--- config.mk ---
export PLATFORM = sky130hd
export DESIGN_NAME = up_down_counter
export DESIGN_NICKNAME = d
export VERILOG_FILES = /design/src/rtl/up_down_counter.sv
export SDC_FILE = /design/constraint.sdc
export NUM_CORES = 1
export LEC_CHECK = 0
export BUFFER_PORTS_ARGS = -buffer_cell sky130_fd_sc_hd__buf_2
export CAP_MARGIN = 0
export CORE_AREA = 2 2 39 41
export DETAILED_ROUTE_END_ITERATION = 8
export DIE_AREA = 0 0 41 43
export PLACE_DENSITY_LB_ADDON = 0.1
export REMOVE_ABC_BUFFERS = 1
export SLEW_MARGIN = 40
export SYNTH_ARGS = -nofsm -noshare
export SYNTH_HDL_FRONTEND = slang
export SYNTH_SLANG_ARGS = --single-unit
--- constraint.sdc ---
create_clock -name clk -period 2.34 [get_ports clk]
set_clock_uncertainty 0.2 [all_clocks]
set_input_delay 0.468 -clock clk [delete_from_list [all_inputs] [get_ports clk]]
set_output_delay 0.468 -clock clk [all_outputs]
set_load 0.05 [all_outputs]
--- src/rtl/up_down_counter.sv ---
// Loadable up/down counter with asynchronous active-low reset.
// Moves every clock edge: a load, an increment or a decrement, modulo 2^WIDTH.
module up_down_counter #(
  parameter int unsigned WIDTH = 4
) (
  input  logic [WIDTH-1:0] din,
  input  logic             clk,
  input  logic             rst,
  input  logic             load,
  input  logic             ud,
  output logic [WIDTH-1:0] count
);

  logic [WIDTH-1:0] count_q;
  logic [WIDTH-1:0] count_d;

  // Load wins over direction; there is no hold, so the register always moves.
  always_comb begin
    count_d = count_q;
    if (load) begin
      count_d = din;
    end else if (ud) begin
      count_d = count_q + WIDTH'(1);
    end else begin
      count_d = count_q - WIDTH'(1);
    end
  end

  always_ff @(posedge clk or negedge rst) begin
    if (!rst) begin
      count_q <= '0;
    end else begin
      count_q <= count_d;
    end
  end

  assign count = count_q;

endmodule

==> results.txt <==
area of the core: 1380 um2
Finished Layout Cells: 52
critical-path cell list: buf_2, inv_1, ha_1, a21oi_1, a211oi_1, a311oi_1
Worst-Skew Late Latency: 0.23 ns
largest net degree at the start of global routing: 9
Worst-path clk slew: 0.03 ns
Slew Limit Fails: 0
Ports: 12
first-pass GRT wire length: 841 um
gpl congestion: 0.601
number of remaining DRC errors: 0
routed vias/inst: 3.94
buffer and inverter count on the worst path: 2
Yosys reg bits: 4
setup repair bufs after CTS: 0
Syn Inst Count: 21
final hold viol count: 0
initial antenna violation count: 0
TritonRoute pass-1 iters: 1
Max Cap Viol: 0
worst stage delay on the critical path: 0.34 ns
Vias: 205
reg2reg path depth: 4
Synth Flop Type: dfrtp_1
Crit Path Max Fanout: 3
Avg WL per Cell: 9.31 um
Worst-Margin Slew: 0.252 ns
count leader, synth: dfrtp_1
Starting Density: 0.169
CTS tree: yes
CTS Sinks: 4
GRT Total Usage: 0.0738
Critical Path Stages: 6
gr ovfl total: 0
Avg Cell Area, Syn: 11.1 um2
CP startpoint kind: primary input
max FFs per register: 4
Final Core Density: 0.247
top cells by area, synth: dfrtp_1 (43%), ha_1 (11%), fa_1 (8.6%)
die area: 1760 um2
Cell variety after synth: 14
Nets: 49
vias in the first global route: 221
detailed-route wire length: 484 um
number of synthesized flops with an enable pin: 0
Synth area leader: dfrtp_1
H-tree depth: 1
layout cell share with drive strength beyond 1: 0.417
VDD IR max: 226 uV
P_leak: 0.162 nW
total CTS buffers: 3
status: complete, no violations
PwrDens: 893 nW/um2
DIE WIDTH: 41 um
worst endpoint required time: 2.26 ns
post-CTS resize count: 0
Max-slew headroom: 0.831
post-cts hold buffer count: 1
# placed instances: 48
post-synthesis sequential area ratio: 0.428
Crit Path Class: in -> reg
die height: 43 um
Setup TNS Final: 0 ns
port bufs: 11
Yosys warnings: 0
endpoint class of the critical path: flip-flop
fmax: 608 MHz
CTS Root Cell: clkbuf_4
critical path's slowest cell: ha_1
RSZ-0062 raised after global routing: false
Final Critical Period: 1.65 ns
Commonest cells post-synth: dfrtp_1 (4), ha_1 (2), nand2_1 (2), nor2b_1 (2), o21ai_0 (2)
Hold Crit Depth: 3
Area Growth Syn to Fin: 46.0%
Clock Tree Buf Depth: 2
synthesized cell area: 234 um2
CP arrival: 1.56 ns
antenna cells: 0
Setup violations, final: 0
DRT iter0 DRCs: 0
ys async rst share: 1.00
antenna violation net count after detailed routing: 0
Hold Path Class: in -> reg
Tcrit/Tclk final: 0.703
Rows: 14
share of the synthesized area in the top cell type: 0.428
Crit path max-delay family: compound AO/OA/AOI/OAI gates
reg2reg setup slack: 0.76 ns
==> report_power, final <==
group / internal (mW) / switching [mW]
registers: 0.0841 / 0.0108
logic: 0.0432 / 0.0863
clock network: 0.0571 / 0.0237
==> cells in the final DEF (no fill, tap or decap) <==
master and instances:
inv_1 1, o21ai_0 2, a311oi_1 1, dfrtp_1 4, ha_1 2, buf_2 11, nand3_1 1, a211oi_1 1
fa_1 1, dlygate4sd3_1 1, nand2_1 2, a21oi_1 1, mux2_2 1, xor2_1 1, clkbuf_4 3, xnor2_1 1
nor2b_1 2
==> tightest hold or removal path: stages <==
cell and delay (ns):
buf_2 0.07, nand2_1 0.03, o21ai_0 0.05
==> final timing paths <==
| check | from | end |
|---|---|---|
| setup / recovery | ud | count[3]$_DFF_PN0_ |
| hold / removal | din[2] | count[2]$_DFF_PN0_ |
| setup reg to reg | count[2]$_DFF_PN0_ | count[3]$_DFF_PN0_ |
| max in group asynchronous | rst | count[2]$_DFF_PN0_ |
| min in group asynchronous | rst | count[0]$_DFF_PN0_ |
| hold reg to reg | count[0]$_DFF_PN0_ | count[0]$_DFF_PN0_ |
==> area by class of cell <==
cell class | instances | area (um2)
fill | 159 | 1040
multi-input combinational | 16 | 130
sequential | 4 | 100
timing repair buffer | 12 | 65.1
clock buffer | 3 | 22.5
tap | 16 | 20.0
inverter | 1 | 3.75
==> cell families after synthesis <==
logic type | after synthesis | share of synthesized area
compound gates | 5 | 0.134
simple gates | 5 | 0.107
flops | 4 | 0.428
fa+ha+maj | 3 | 0.192
xor+xnor | 2 | 0.0749
buf+inv | 1 | 0.0160
mux | 1 | 0.0481
==> stage by stage <==
stage / power, mW / area, um2 / worst slack (ns) / hold WS, ns
after floorplan: 0.192 / 234 / 0.616 / -0.0276
after global placement: 0.226 / 309 / 0.474 / 0.0766
after detailed placement: 0.227 / 309 / 0.433 / 0.0800
after CTS: 0.314 / 342 / 0.674 / 0.235
after global routing: 0.330 / 342 / 0.546 / 0.258
final: 0.305 / 342 / 0.695 / 0.245
==> routing by layer <==
metal / vias to the layer above / GRT usage / routed length (um)
li1: 106 / - / -
met1: 93 / 0.0921 / 205
met2: 6 / 0.103 / 250
met3: 0 / 0.0157 / 28
met4: 0 / 0.0600 / 0
met5: - / 0 / 0
No activity file was read; power rests on OpenSTA's default activity.
